## config.mk

```make
export PLATFORM = sky130hd
export DESIGN_NAME = clock_enable_manager
export DESIGN_NICKNAME = d
export VERILOG_FILES = /design/src/rtl/clock_enable_manager.sv
export SDC_FILE = /design/constraint.sdc
export NUM_CORES = 1
export LEC_CHECK = 0
export ABC_AREA = 1
export ABC_CLOCK_PERIOD_IN_PS = 9950
export CORE_ASPECT_RATIO = 0.8
export CORE_MARGIN = 2
export CORE_UTILIZATION = 35
export DETAILED_ROUTE_END_ITERATION = 16
export PLACE_DENSITY = 0.59
export SLEW_MARGIN = 15
export SYNTH_ARGS = -nofsm -noshare
export SYNTH_HDL_FRONTEND = slang
export SYNTH_SLANG_ARGS = --single-unit
```

## constraint.sdc

```tcl
create_clock -name clock -period 9.95 [get_ports clock]
set_input_delay 1.99 -clock clock [delete_from_list [all_inputs] [get_ports clock]]
set_output_delay 1.99 -clock clock [all_outputs]
set_load 0.01 [all_outputs]
```

## src/rtl/clock_enable_manager.sv

```systemverilog
// clock_enable_manager
//   Clock/reset manager for the AES datapath. Produces a synchronised, stretched
//   core reset and NUM_CH independent programmable clock-enable channels.
//
// Ports
//   clock      in   system clock, all logic on the rising edge
//   reset      in   asynchronous active-high master reset
//   soft_rst   in   synchronous request to re-run the hold sequence (HOLD/RUN only)
//   ch_en      in   per-channel run enable
//   div_load   in   per-channel one-cycle divisor load strobe
//   div_value  in   divisor bus, channel i at [i*DIV_WIDTH +: DIV_WIDTH]
//   rst_out    out  core reset: asserts asynchronously, deasserts on a clock edge
//   tick       out  one-cycle enable in the last cycle of each period
//   div_clk    out  registered near-50% divided level
//   div_busy   out  a loaded divisor is waiting for the period boundary
module clock_enable_manager #(
   parameter int unsigned NUM_CH      = 4,
   parameter int unsigned DIV_WIDTH   = 16,
   parameter int unsigned RST_HOLD    = 8,
   parameter int unsigned DEFAULT_DIV = 2
) (
   input  logic                          clock,
   input  logic                          reset,
   input  logic                          soft_rst,
   input  logic [NUM_CH-1:0]             ch_en,
   input  logic [NUM_CH-1:0]             div_load,
   input  logic [NUM_CH*DIV_WIDTH-1:0]   div_value,
   output logic                          rst_out,
   output logic [NUM_CH-1:0]             tick,
   output logic [NUM_CH-1:0]             div_clk,
   output logic [NUM_CH-1:0]             div_busy
);

   localparam int unsigned HoldW = (RST_HOLD > 1) ? $clog2(RST_HOLD) : 1;
   localparam logic [HoldW-1:0] HoldLast = HoldW'(RST_HOLD - 1);
   localparam logic [DIV_WIDTH-1:0] DefDiv = DIV_WIDTH'(DEFAULT_DIV);

   typedef enum logic [1:0] {StAssert, StSync, StHold, StRun} rst_state_e;

   rst_state_e       state_q, state_d;
   logic [1:0]       sync_q, sync_d;
   logic [HoldW-1:0] hold_q, hold_d;
   logic             rst_out_q, rst_out_d;

   // ---------------------------------------------------------------------------
   // Reset sequencer
   // ---------------------------------------------------------------------------
   always_comb begin
      state_d = state_q;
      hold_d  = hold_q;
      // The synchroniser flops are preset by reset and shift in the released level.
      sync_d  = {sync_q[0], 1'b0};
      unique case (state_q)
         StAssert: state_d = StSync;
         StSync: begin
            if (!sync_q[1]) begin
               state_d = StHold;
               hold_d  = '0;
            end
         end
         StHold: begin
            if (soft_rst) begin
               hold_d = '0;
            end else if (hold_q == HoldLast) begin
               state_d = StRun;
            end else begin
               hold_d = hold_q + HoldW'(1);
            end
         end
         StRun: begin
            if (soft_rst) begin
               state_d = StHold;
               hold_d  = '0;
            end
         end
         default: state_d = StAssert;
      endcase
      // Registered from the next state so rst_out is glitch-free.
      rst_out_d = (state_d != StRun);
   end

   always_ff @(posedge clock or posedge reset) begin
      if (reset) begin
         state_q   <= StAssert;
         sync_q    <= 2'b11;
         hold_q    <= '0;
         rst_out_q <= 1'b1;
      end else begin
         state_q   <= state_d;
         sync_q    <= sync_d;
         hold_q    <= hold_d;
         rst_out_q <= rst_out_d;
      end
   end

   assign rst_out = rst_out_q;

   // ---------------------------------------------------------------------------
   // Divider channels
   // ---------------------------------------------------------------------------
   for (genvar i = 0; i < NUM_CH; i++) begin : g_ch
      logic [DIV_WIDTH-1:0] cnt_q, cnt_d;
      logic [DIV_WIDTH-1:0] act_q, act_d;
      logic [DIV_WIDTH-1:0] pend_q, pend_d;
      logic                 busy_q, busy_d;
      logic                 dclk_q, dclk_d;
      logic [DIV_WIDTH-1:0] load_val, period, half;
      logic                 run, last;

      assign load_val = div_value[i*DIV_WIDTH +: DIV_WIDTH];

      always_comb begin
         // A zero divisor behaves as a period of one.
         period = (act_q == '0) ? DIV_WIDTH'(1) : act_q;
         half   = {1'b0, period[DIV_WIDTH-1:1]} + {{(DIV_WIDTH-1){1'b0}}, period[0]};
         run    = ch_en[i] && !rst_out_q;
         last   = (cnt_q == period - DIV_WIDTH'(1));

         cnt_d  = cnt_q;
         act_d  = act_q;
         pend_d = pend_q;
         busy_d = busy_q;
         dclk_d = run && (cnt_q < half);

         if (!run || last) begin
            // Period boundary (or idle): apply the newest divisor, a same-cycle
            // load bypassing the pending register.
            cnt_d  = '0;
            act_d  = div_load[i] ? load_val : pend_q;
            pend_d = act_d;
            busy_d = 1'b0;
         end else begin
            cnt_d = cnt_q + DIV_WIDTH'(1);
            if (div_load[i]) begin
               pend_d = load_val;
               busy_d = 1'b1;
            end
         end
      end

      always_ff @(posedge clock or posedge reset) begin
         if (reset) begin
            cnt_q  <= '0;
            act_q  <= DefDiv;
            pend_q <= DefDiv;
            busy_q <= 1'b0;
            dclk_q <= 1'b0;
         end else begin
            cnt_q  <= cnt_d;
            act_q  <= act_d;
            pend_q <= pend_d;
            busy_q <= busy_d;
            dclk_q <= dclk_d;
         end
      end

      assign tick[i]     = run && last;
      assign div_clk[i]  = dclk_q;
      assign div_busy[i] = busy_q;
   end

endmodule
```

==> flow_summary_export.csv <==
group,metric,value,unit
yosys,yosysTopAreaCell,"dfrtp_1",
yosys,synth_area_leaders,"dfrtp_1 36%, nand2_1 14%, ha_1 6.7%, nand3_1 6.7%, xor2_1 5.9%",
cells_and_area,layout.area.seq,5220,µm²
route,drt_wl_total,32100,µm
sta,hold_viol,0,
setup_path,start_kind,"register",
setup_path,cp_num_cells,19,
sta,max_freq,161,MHz
setup_path,critical_path_buf_inv_count,2,
route,first_iter_violations,707,
sta,relSlewSlack,35.8,%
cts,clkTransAtPathRegs,60,ps
power_and_ir_drop,max-vdd-ir-drop,0.000102,V
setup_path,slowest_delay,600,ps
sta,slew_viol_final,0,
setup_path,ff2ff_path_depth,18,
yosys,synth_top_area_share,35.5,%
power_and_ir_drop,power,2.20,mW
sta,rsz0062_at_grt,"false",
setup_path,critPathSlowestCell,"clkdlybuf4s50_1",
cts,cts_tree,"yes",
setup_path,r2r-start,"g_ch[0].act_q[4]",
setup_path,crit_chain,"nor2_1 > nand2_1 > nor2_1 > nand2_4 > nand2_1 > inv_1 > ha_1 > nand2_2 > nor2_1 > nand2_1 > nand2_1 > nand2_1 > nand3_1 > nor2_1 > nand3_1 > nor2_2 > nand3_2 > nor2_1 > clkdlybuf4s50_1",
grt,use_met3,2.30,%
yosys,yosys_warnings,0,
grt,busiest_layer,"met1",
cts,postCtsSetupRepairBufs,0,
grt,global_route.usage.total,15.9,%
grt,use_met1,24.2,%
sta,finalSetupViolations,0,
cells_and_area,multi_input_area,7510,µm²
route,routedWlPerCell,13.3,µm
cts,clk_path_buf_depth,3,
grt,grt_util_met2,23.6,%
die,die_area,41300,µm²
route,vias,11298,
placed_design,io_buffers,87,
cells_and_area,final_cell_mix,"509 x nand2_1, 197 x dfrtp_1, 195 x nor2_1, 185 x nand3_1, 172 x inv_1",
yosys,synth_area,13900,µm²
cells_and_area,area_delta_synth_final,14.0,%
power_and_ir_drop,p_leak,7.59,nW
status,outcome,"finished, final reports clean",
cells_and_area,final_nets,2004,
yosys,synth_cell_types,44,
grt,grt.overflow.total,0,
route,vias_per_cell,4.69,
sta,finalCriticalPeriod,6200,ps
setup_path,crit_fanout,25,
power_and_ir_drop,p_per_area,139,nW/µm²
grt,grt_start_max_net_pins,139,
die,initial_core_util,35.3,%
die,fp.dieW,227,µm
setup_path,endpoint,"tick[1]",
die,coreArea,39300,µm²
sta,worst_slew_pin_slew,962,ps
cts,clk_latency,540,ps
sta,timing.final.crit_share,62.3,%
cells_and_area,drive_above_1_share,8.86,%
yosys,yosysSeqAreaShare,37.6,%
setup_path,regToRegSetupSlack,6300,ps
hold_path,worstHoldPathType,"reg2reg",
setup_path,arrival,4210,ps
sta,finClkSkew,12.2,ps
cells_and_area,diodes,0,
setup_path,crit-reg2reg-capture,"g_ch[0].act_q[14]",
placed_design,dp_hpwl,23800,µm
route,remaining_drc_errors,0,
grt,grt_first_pass_wirelength,54400,µm
route,dr.pass1.iters,5,
sta,tns,0,ps
cts,cts_buffers,25,
cts,post_cts_resized,0,
setup_path,setup.worst_path.class,"reg2out",
cts,htreeDepth,1,
route,ant_nets,0,
cells_and_area,final_common_cell,"nand2_1",
die,die_y,182,µm
yosys,netlist_instances,1816,
setup_path,cp-end-kind,"output pin",
cts,numClockSinks,208,
setup_path,path_delay_family,"simple AND/OR/NAND/NOR gates",
yosys,synth_area_per_cell,7.64,µm²
yosys,ys_ff_latch,208,
die,num_io_pins,88,
job,drv_cap,0,
placed_design,place.gp.congestion,0.910,
cells_and_area,fill_cells,4030,
die,rows,65,
grt,antenna_found_initial,0,
cts,holdBufCountCts,0,
cts,root_buffer,"clkbuf_16",
grt,grt_pass1_vias,10874,
setup_path,cp-startpoint,"g_ch[1].act_q[12]",
setup_path,cp.required,7960,ps
yosys,synthesis.nets,1965,
## flip-flops by register name (all words and copies together) (netlist names)
signal / count
sync_q: 2
state_q: 2
g_ch.act_q: 64
g_ch.cnt_q: 64
rst_out: 1
g_ch.pend_q: 64
hold_q: 3
g_ch.busy_q: 4
g_ch.dclk_q: 4
## synthesized netlist by cell type, drive strengths merged
library cell,n
a211oi,8
and2,1
mux2,32
conb,1
clkinv,1
o211ai,6
xnor3,1
dfrtp,197
xor2,95
nor4,4
o21ai,31
nand3,191
a21oi,30
nor3,26
nor2,233
o221ai,1
a21o,1
and3,1
xnor2,36
ha,74
inv,180
dfstp,11
o21bai,4
buf,62
nand4,37
nand3b,12
nand2,524
clkbuf,16
## through the flow
step / std cells / instance area [µm²] / hold WS [ps] / worst slack, ps / utilization, %
floorplan: 1816 / 13900 / 345 / 2300 / -
global placement: 2364 / 15000 / 346 / 4370 / 38.1
detailed placement: 2364 / 15000 / 349 / 4350 / 38.1
CTS: 2410 / 15800 / 358 / 3720 / 40.3
global route: 2410 / 15800 / 363 / 3330 / 40.3
finish: 2410 / 15800 / 356 / 3750 / 40.3
## worst reg2reg max path, stage by stage (launching register included)
cell	delay, ps
dfrtp_1	500
nor2_2	200
nand2_2	100
nor2_4	160
nand2_4	110
nand2_1	100
inv_2	50
ha_1	220
nand2_1	190
nor2_1	80
xor2_1	190
xor2_1	160
nand2_1	70
nor2_1	90
and2_1	180
nand2_2	300
nand2_2	660
nand2_1	140
nand2_1	90
## power breakdown
group,switching [mW],internal [mW],leakage [nW],total [mW]
combinational,0.183,0.132,4.57,0.314
sequential,0.0598,0.899,2.62,0.959
clock,0.384,0.546,0.402,0.930
total,0.626,1.58,7.59,2.20
## routing by layer
metal | share of wire (%) | wire length (µm)
met1 | 52 | 16700
met2 | 41 | 13200
met3 | 4.3 | 1400
met4 | 2.5 | 788
met5 | 0 | 0
## cell families (layout without fill, tap and decap cells)
logic type	count (synthesis)	count (layout)	synth area share, %
flops	208	208	37.6
other cells	1	1	0.0270
buf+inv	259	317	8.25
mux	32	32	2.60
xor+xnor	132	132	8.49
fa+ha+maj	74	74	6.67
simple gates	1029	1029	33.0
compound gates	81	81	3.37
## cell type report
| class | count | area share (%) |
|---|---|---|
| clock buffer | 32 | 4.37 |
| clock inverter | 14 | 0.894 |
| inverter | 181 | 4.34 |
| multi-input combinational | 1349 | 47.5 |
| sequential | 208 | 33.0 |
| tap | 536 | 4.24 |
| timing repair buffer | 90 | 5.65 |
## how the worst min path moves through the flow
stage                     slack (ps)  cells past startpoint       from        end
after floorplan                  350                      0  sync_q[0]  sync_q[1]
after global placement           350                      0  sync_q[0]  sync_q[1]
after detailed placement         350                      0  sync_q[0]  sync_q[1]
after CTS                        360                      0  sync_q[0]  sync_q[1]
after global routing             360                      0  sync_q[0]  sync_q[1]
final                            360                      0  sync_q[0]  sync_q[1]
Note: power is estimated with default switching activity, not from simulation.
